<file path="src/rtl/morse_pkg.sv">
// Morse digit decoder shared definitions.
// Code table is shared with the encoder side.
package morse_pkg;

  localparam int UNIT_CYCLES_DEF = 25_000_000;
  localparam int NUM_DIGITS      = 10;

  // Index = digit; first symbol sent sits in bit 4, 1 = dash.
  localparam logic [9:0][4:0] CODE_TABLE = {
    5'b11110,
    5'b11100,
    5'b11000,
    5'b10000,
    5'b00000,
    5'b00001,
    5'b00011,
    5'b00111,
    5'b01111,
    5'b11111
  };

  typedef enum logic [2:0] {
    IDLE     = 3'd0,
    MARK     = 3'd1,
    SPACE    = 3'd2,
    DECODE   = 3'd3,
    WAIT_LOW = 3'd4
  } state_t;

  typedef struct packed {
    logic       hit;
    logic [3:0] digit;
  } lookup_t;

  function automatic lookup_t code_lookup(
    input logic [4:0] code
  );
    lookup_t r;
    r = '0;
    for (int i = 0; i < NUM_DIGITS; i++) begin
      if (code == CODE_TABLE[i]) begin
        r.hit   = 1'b1;
        r.digit = 4'(i);
      end
    end
    return r;
  endfunction

endpackage

</file>
<file path="src/rtl/morse_code_decoder_sync.sv">
// Two-flop synchronizer for the Morse line
// plus rising/falling edge detection.
module morse_sync (
  input  logic clk,
  input  logic rst,
  input  logic din,
  output logic level,
  output logic rise,
  output logic fall
);

  logic s1;
  logic s2;
  logic prev;

  // Metastability chain and one-cycle history for edges.
  always_ff @(posedge clk or negedge rst) begin
    if (!rst) begin
      s1   <= 1'b0;
      s2   <= 1'b0;
      prev <= 1'b0;
    end else begin
      s1   <= din;
      s2   <= s1;
      prev <= s2;
    end
  end

  assign level = s2;
  assign rise  = s2 & ~prev;
  assign fall  = ~s2 & prev;

endmodule

</file>
<file path="src/rtl/morse_code_decoder.sv">
// Morse digit decoder: times marks/spaces on the
// synchronized line and decodes 5-symbol digits.
module morse_code_decoder
  import morse_pkg::*;
#(
  parameter int UNIT_CYCLES = UNIT_CYCLES_DEF
) (
  input  logic       clk,
  input  logic       rst,
  input  logic       morse_in,
  output logic [3:0] digit_out,
  output logic       valid,
  output logic       error,
  output logic       busy
);

  localparam int MARK_MAX = 4 * UNIT_CYCLES + 1;
  localparam int CNT_W    = $clog2(MARK_MAX + 1);

  localparam logic [CNT_W-1:0] HALF_U =
    CNT_W'(UNIT_CYCLES / 2);
  localparam logic [CNT_W-1:0] TWO_U =
    CNT_W'(2 * UNIT_CYCLES);
  localparam logic [CNT_W-1:0] FOUR_U =
    CNT_W'(4 * UNIT_CYCLES);
  localparam logic [CNT_W-1:0] MARK_SAT =
    CNT_W'(MARK_MAX);
  localparam logic [CNT_W-1:0] GAP_LAST =
    CNT_W'(3 * UNIT_CYCLES - 1);
  localparam logic [CNT_W-1:0] GAP_SAT =
    CNT_W'(3 * UNIT_CYCLES);
  localparam logic [CNT_W-1:0] ONE =
    CNT_W'(1);

  logic level;
  logic rise;
  logic fall;

  morse_sync u_sync (
    .clk   (clk),
    .rst   (rst),
    .din   (morse_in),
    .level (level),
    .rise  (rise),
    .fall  (fall)
  );

  state_t           state_q;
  state_t           state_d;
  logic [CNT_W-1:0] mark_q;
  logic [CNT_W-1:0] mark_d;
  logic [CNT_W-1:0] space_q;
  logic [CNT_W-1:0] space_d;
  logic [3:0]       sym_q;
  logic [3:0]       sym_d;
  logic [2:0]       nsym_q;
  logic [2:0]       nsym_d;
  logic [3:0]       digit_q;
  logic [3:0]       digit_d;
  logic             valid_q;
  logic             valid_d;
  logic             error_q;
  logic             error_d;

  logic             is_dash;
  logic             is_glitch;
  logic [4:0]       code;
  lookup_t          hit;

  assign is_dash   = mark_q >= TWO_U;
  assign is_glitch = mark_q < HALF_U;
  assign code      = {sym_q, is_dash};
  assign hit       = code_lookup(code);

  // State, counters, symbols and output registers.
  always_ff @(posedge clk or negedge rst) begin
    if (!rst) begin
      state_q <= IDLE;
      mark_q  <= '0;
      space_q <= '0;
      sym_q   <= '0;
      nsym_q  <= '0;
      digit_q <= '0;
      valid_q <= 1'b0;
      error_q <= 1'b0;
    end else begin
      state_q <= state_d;
      mark_q  <= mark_d;
      space_q <= space_d;
      sym_q   <= sym_d;
      nsym_q  <= nsym_d;
      digit_q <= digit_d;
      valid_q <= valid_d;
      error_q <= error_d;
    end
  end

  // Next state; the 5th symbol is decoded on its
  // falling edge so the pulse lands one cycle later.
  always_comb begin
    state_d = state_q;
    mark_d  = mark_q;
    space_d = space_q;
    sym_d   = sym_q;
    nsym_d  = nsym_q;
    digit_d = digit_q;
    valid_d = 1'b0;
    error_d = 1'b0;
    unique case (state_q)
      IDLE: begin
        if (rise) begin
          state_d = MARK;
          mark_d  = ONE;
        end
      end
      MARK: begin
        if (fall) begin
          space_d = '0;
          if (is_glitch) begin
            state_d = (nsym_q == 3'd0) ? IDLE : SPACE;
          end else if (nsym_q == 3'd4) begin
            state_d = DECODE;
            sym_d   = '0;
            nsym_d  = '0;
            if (hit.hit) begin
              digit_d = hit.digit;
              valid_d = 1'b1;
            end else begin
              error_d = 1'b1;
            end
          end else begin
            state_d = SPACE;
            sym_d   = code[3:0];
            nsym_d  = nsym_q + 3'd1;
          end
        end else if (mark_q >= FOUR_U) begin
          state_d = WAIT_LOW;
          mark_d  = MARK_SAT;
          sym_d   = '0;
          nsym_d  = '0;
          error_d = 1'b1;
        end else begin
          mark_d = mark_q + ONE;
        end
      end
      SPACE: begin
        if (rise) begin
          state_d = MARK;
          mark_d  = ONE;
        end else if (space_q >= GAP_LAST) begin
          state_d = IDLE;
          space_d = GAP_SAT;
          sym_d   = '0;
          nsym_d  = '0;
          error_d = 1'b1;
        end else begin
          space_d = space_q + ONE;
        end
      end
      DECODE: begin
        state_d = IDLE;
      end
      WAIT_LOW: begin
        if (!level) begin
          state_d = IDLE;
        end
      end
      default: begin
        state_d = IDLE;
      end
    endcase
  end

  assign digit_out = digit_q;
  assign valid     = valid_q;
  assign error     = error_q;
  assign busy      = state_q != IDLE;

endmodule

</file>
<file path="config.mk">
export PLATFORM = sky130hd
export DESIGN_NAME = morse_code_decoder
export DESIGN_NICKNAME = d
export VERILOG_FILES = /design/src/rtl/morse_pkg.sv /design/src/rtl/morse_code_decoder_sync.sv /design/src/rtl/morse_code_decoder.sv
export SDC_FILE = /design/constraint.sdc
export NUM_CORES = 1
export LEC_CHECK = 0
export ABC_AREA = 1
export CAP_MARGIN = 15
export CELL_PAD_IN_SITES_DETAIL_PLACEMENT = 1
export CELL_PAD_IN_SITES_GLOBAL_PLACEMENT = 1
export CORE_ASPECT_RATIO = 1.4
export CORE_UTILIZATION = 45
export DETAILED_ROUTE_END_ITERATION = 16
export PLACE_DENSITY_LB_ADDON = 0.1
export SKIP_CTS_REPAIR_TIMING = 1
export SYNTH_ARGS = -nofsm -noshare
export SYNTH_HDL_FRONTEND = slang
export SYNTH_SLANG_ARGS = --single-unit
</file>
<file path="constraint.sdc">
create_clock -name clk -period 2.05 [get_ports clk]
set_input_delay 0.41 -clock clk [delete_from_list [all_inputs] [get_ports clk]]
set_output_delay 0.41 -clock clk [all_outputs]
set_load 0.01 [all_outputs]
</file>
# Word level (Yosys, flattened, before mapping)
# Cells that the tools add are included.
totals:
  in_bits: 3
  output_inout_bits: 7
  elab_cells: 112
  register_bits: 73
classes:
  n_mux: 54
  n_addsub: 3
  n_bitwise: 5
  n_reduce_logical: 12
  n_eq_ne: 23
  order_cmp: 4
op_table:
  columns: ["cell", "count"]
  rows:
  - ["$mux 27", 6]
  - ["$pmux 27 s2", 2]
  - ["$add 27x1->27 const B", 2]
  - ["$ge 27x27->1 const B", 2]
  - ["$mux 5", 10]
  - ["$mux 3", 11]
  - ["$ge 27x26->1 const B", 1]
  - ["$lt 27x24->1 const B", 1]
  - ["$eq 5x5->1 const B", 5]
  - ["$mux 4", 6]
  - ["$mux 1", 13]
  - ["$ne 2x2->1 const B", 6]
  - ["$pmux 3 s4", 1]
  - ["$reduce_and 5->1", 2]
  - ["$ne 3x3->1 const B", 3]
  - ["$pmux 4 s2", 1]
  - ["$eq 3x3->1 const B", 2]
  - ["$logic_not 3->1", 2]
  - ["$pmux 3 s2", 1]
  - ["$reduce_and 3->1", 2]
  - ["$eq 5x1->1 const B", 1]
  - ["$eq 5x2->1 const B", 1]
  - ["$eq 5x3->1 const B", 1]
  - ["$eq 5x4->1 const B", 1]
  - ["13 further kinds", 18]

# Longest topological paths before layout
logic_depth:
  ltp_word: 17
  ltp_mapped: 14
  ltp_nobuf: 13

# Cells and area by module
# A second synthesis with hierarchy kept.
hier_totals:
  hier_cells: 650
  area_unflattened_um2: 4822.1
by_module_without_submodules:
  columns: ["mod", "seq_area_each_um2", "area_each_um2", "n_inst", "cells_per_inst"]
  rows:
  - ["morse_code_decoder", 1751.7, 4732.0, 1, 643]
  - ["morse_sync", 75.1, 90.1, 1, 7]

# Worst setup path after synthesis
# No wires, ideal clock.
synth_path:
  path_type: "register -> register"
  from: "register space_q[0]"
  to: "register space_q[15]"
  stages_incl_launch_ff: 10
  synth_period_minus_slack_ns: 1.643
  path_buffers: 1
  path_slack_ns: 0.407
  setup_time_ns: 0.120
  arrival_ns: 1.524
  t_required_ns: 1.930
  path_cell_list: "dfrtp_1 ha_1 nand3_1 nor4_1 nand3_1 nand3_2 inv_2 a21oi_4 buf_6 nor2_1"
synth_between:
  elab_chain_cells: 4
  elab_cells_between_ends: 5
  classes_between: "1 x add/sub; 1 x order compare; 3 x mux"
synth_lines:
  columns: ["element", "line", "rtl"]
  rows:
  - ["start: declaration", "morse_code_decoder.sv:52", "logic [CNT_W-1:0] space_q;"]
  - ["start signal: assignment", "morse_code_decoder.sv:89", "space_q <= space_d;"]
  - ["$add 27x1->27 or $ge 27x27->1 (tied branches)", "morse_code_decoder.sv:157, morse_code_decoder.sv:150", null]
  - ["$mux 27 *", "morse_code_decoder.sv:150", "end else if (space_q >= GAP_LAST) begin"]
  - ["$mux 27 *", "morse_code_decoder.sv:147", "if (rise) begin"]
  - ["$pmux 27 s2 *", "morse_code_decoder.sv:109", "unique case (state_q)"]
# Mark *: on every way between the ends. The rest lies on a longest branch, timed or not. The select of a mux whose other input is x is not followed.
# A chain may end at the register's enable or synchronous reset.

# Worst setup path in the final report
layout_path:
  from: "register state_q[2]"
  to: "output port busy"
layout_between:
  elab_chain_cells: 1
layout_lines:
  columns: ["element", "line", "rtl"]
  rows:
  - ["start: declaration", "morse_code_decoder.sv:48", "state_t state_q;"]
  - ["start signal: assignment", "morse_code_decoder.sv:87", "state_q <= state_d;"]
  - ["$reduce_bool 3->1", "morse_code_decoder.sv:177", "assign busy = state_q != IDLE;"]
  - ["end: declaration", "morse_code_decoder.sv:14", "output logic busy"]
# Every way passes these cells.

==> results.md <==
- Synth Area per Inst: 7.53 µm²
- Fin crit period: ~1.9 ns
- HP Start: u_sync.s1$_DFF_PN0_
- Async S/R FF share, synth: between 90% and 100%
- Critical R2R Launch: mark_q[1]$_DFFE_PN0P_
- Post-synth EDFFs: 0
- Total track usage: 29.5%
- Synth top area cells: dfrtp_1 (39%), nand2_1 (11%), xor2_1 (6.7%)
- Arr. time, crit path: ~1.5 ns
- Required time worst endpoint: 1.64 ns
- Post-route DRC: 0
- Seq/Total Area, Yosys: about 39%
- Critical Path Start Type: register
- Syn Nets: 635
- Ant diodes: 0
- Fin cells: around 800
- Initial Utilization: 46.9%
- Setup Skew: about 0.008 ns
- Die width: 88.5 µm
- Final GP Congestion: between 0.8 and 0.9
- Clock Latency Late Sink: about 0.34 ns
- Cell with the most instances after synthesis: nand2_1
- Max-Cap Viols: 0
- Post-Syn Area: approximately 4700 µm²
- Synth warnings: 0
- Worst Setup End Kind: output port
- CTS Buf Count: 9
- Hold EP: u_sync.level$_DFF_PN0_
- Die height: 123 µm
- WHS Path Cells: 0
- Root Buffer: clkbuf_16
- Clock tree buffer depth: 2
- Synth area leader: dfrtp_1
- Pin count of the biggest net entering global routing: 34
- Gr ovfl total: 0
- Synth Instances: about 630
- Share of the synthesized area in the top cell type: around two fifths
- RSZ-0062 raised after global routing: yes
- FF-to-FF End: mark_q[24]$_DFFE_PN0P_
- Clock Sinks: 73
- Pwr Total: 4860 µW
- Count of cell types in the netlist: 43
- Avg Vias per Cell: roughly 5.5
- WL/cell: between 15 and 20 µm
- Final #Nets: between 600 and 700
- Slew Limit Fails: 0
- CTS tree: yes
- Pwr dens: 877 nW/µm²
- Core area: ~10,000 µm²
- Vias in the first global route: between 4,000 and 5,000
- Reg clk slew, reported paths: 0.06 ns
- Number of synthesized register bits: 73
- Dpl hpwl: about 11,000 µm
- Drt initial violations: ~140
- Full die area: around 11,000 µm²
- Register area: approximately 1800 µm²
- Drt total wl: 14,400 µm
- Top FF cell, synth: dfrtp_1
- Port Buf Inserts: 9
- Rows: 43
- Slew HR: a little over two thirds
- Path depth of the worst reg2reg path: 11
- Final worst-path cycle share: between 90% and 100%
- Synth-to-Final Area Change: 17.3%
- TritonRoute pass-1 iters: 4
- Pre-CTS WS: roughly 0.085 ns
- R2r setup slk: 0.13 ns
- Multi-input logic area: around 2500 µm²
- Leakage: between 0.002 and 0.0025 µW
- Worst slew pin tran: 0.448 ns
- List of most frequent post-synthesis cells: nand2_1 (140), inv_1 (80), dfrtp_1 (73)
- H-tree levels: 3
- Peak VDD IR: 0.000557 V
- IO Count: 10
- Final Worst Setup Slack: ~0.12 ns
- DP Cell Count: roughly 770
- Critical path peak fanout: 3
- Layout cells sized above 1: around 15%
- First-pass GRT wire length: 23,800 µm
- Utilization after layout: a little under three fifths
- Initial antenna violation count: 0
- Critical path type: register to output port
- Hold Crit Class: register to register
- Hold Fails Final Rpt: 0
- FMAX: approximately 0.52 GHz
- Antenna viol nets, final: 0
- Fill cells: roughly 1,300
- Final Setup Violations: 0
- Status: complete, no violations
- DR vias: roughly 4,400
-- worst max-delay path by stage --
stage	from	to	slack, ns
2_1_floorplan	space_q[0]$_DFFE_PN0P_	space_q[15]$_DFFE_PN0P_	0.41
3_3_place_gp	space_q[18]$_DFFE_PN0P_	state_q[0]$_DFFE_PN0P_	0.15
3_5_place_dp	mark_q[1]$_DFFE_PN0P_	mark_q[24]$_DFFE_PN0P_	0.09
4_1_cts	state_q[2]$_DFFE_PN0P_	busy	-0.05
5_1_grt	mark_q[1]$_DFFE_PN0P_	mark_q[24]$_DFFE_PN0P_	-0.06
6_report	state_q[2]$_DFFE_PN0P_	busy	0.12
-- layout make-up --
cell class                 count  area share (%)
sequential                    73            33.0
timing repair buffer          35            5.83
multi-input combinational    454            45.9
clock buffer                  10            4.32
clock inverter                 6            2.08
inverter                      86            5.88
tap                          135            3.05
-- layer usage --
metal  up-vias  share of wire (%)  track usage, %
met1      2172                 37            29.8
met2        68                 56            56.8
met5         -                  0               0
met3        47                1.6            3.54
li1       2097                  -               -
met4         0                5.5            16.6
-- critical path: stages (launching register included) --
cell and delay [ns]:
dfrtp_1 0.43, nor2_4 0.04, nand2_1 0.14, clkdlybuf4s50_1 0.56
-- stage by stage --
step | hold WS, ns | setup TNS (ns) | area, µm²
5_1_grt | 0.380 | -0.0951 | 5540
4_1_cts | -0.0757 | -0.0484 | 5400
3_3_place_gp | 0.292 | 0 | 5040
2_1_floorplan | 0.114 | 0 | 4720
3_5_place_dp | 0.293 | 0 | 5040
6_report | 0.368 | 0 | 5540
-- registers in the layout (all words and copies together) (netlist names) --
register / cells
u_sync.level: 1
u_sync.s1: 1
valid: 1
nsym_q: 3
mark_q: 27
error: 1
u_sync.prev: 1
digit_out: 4
state_q: 3
sym_q: 4
space_q: 27
-- logic make-up (layout without fill, tap and decap cells) --
group,count (synthesis),count (layout),share of synthesized area (%)
xor gates and xnor gates,42,42,7.80
DFF,73,73,38.7
AOI/OAI and AO/OA,75,75,9.04
and+or+nand+nor,332,332,34.4
adders and majority gates,5,5,1.33
buffers and inverters,100,137,8.70
-- cells in the final DEF (no fill, tap or decap), types with 6 or more instances in the layout --
| cell | Yosys | final |
|---|---|---|
| nor2_2 | 7 | 8 |
| inv_2 | 5 | 6 |
| nand4_1 | 19 | 19 |
| buf_4 | 1 | 23 |
| nand2_1 | 140 | 139 |
| xor2_1 | 36 | 36 |
| nor2_1 | 64 | 62 |
| nor3_1 | 24 | 22 |
| o22ai_1 | 9 | 9 |
| nand3_2 | 5 | 7 |
| o21ai_0 | 41 | 41 |
| dfrtp_1 | 73 | 73 |
| clkdlybuf4s50_1 | 0 | 8 |
| xnor2_1 | 6 | 6 |
| inv_1 | 80 | 79 |
| nand3_1 | 38 | 36 |
| clkbuf_16 | 0 | 9 |
| a21oi_1 | 10 | 9 |
| nand2_2 | 7 | 8 |
| nor3_2 | 6 | 8 |
-- power breakdown --
group / switching, µW / total, µW / internal, µW
Sequential: 74.5 / 1590 / 1520
Combinational: 899 / 1400 / 503
Clock: 635 / 1860 / 1230
Note: power is estimated with default switching activity, not from simulation.
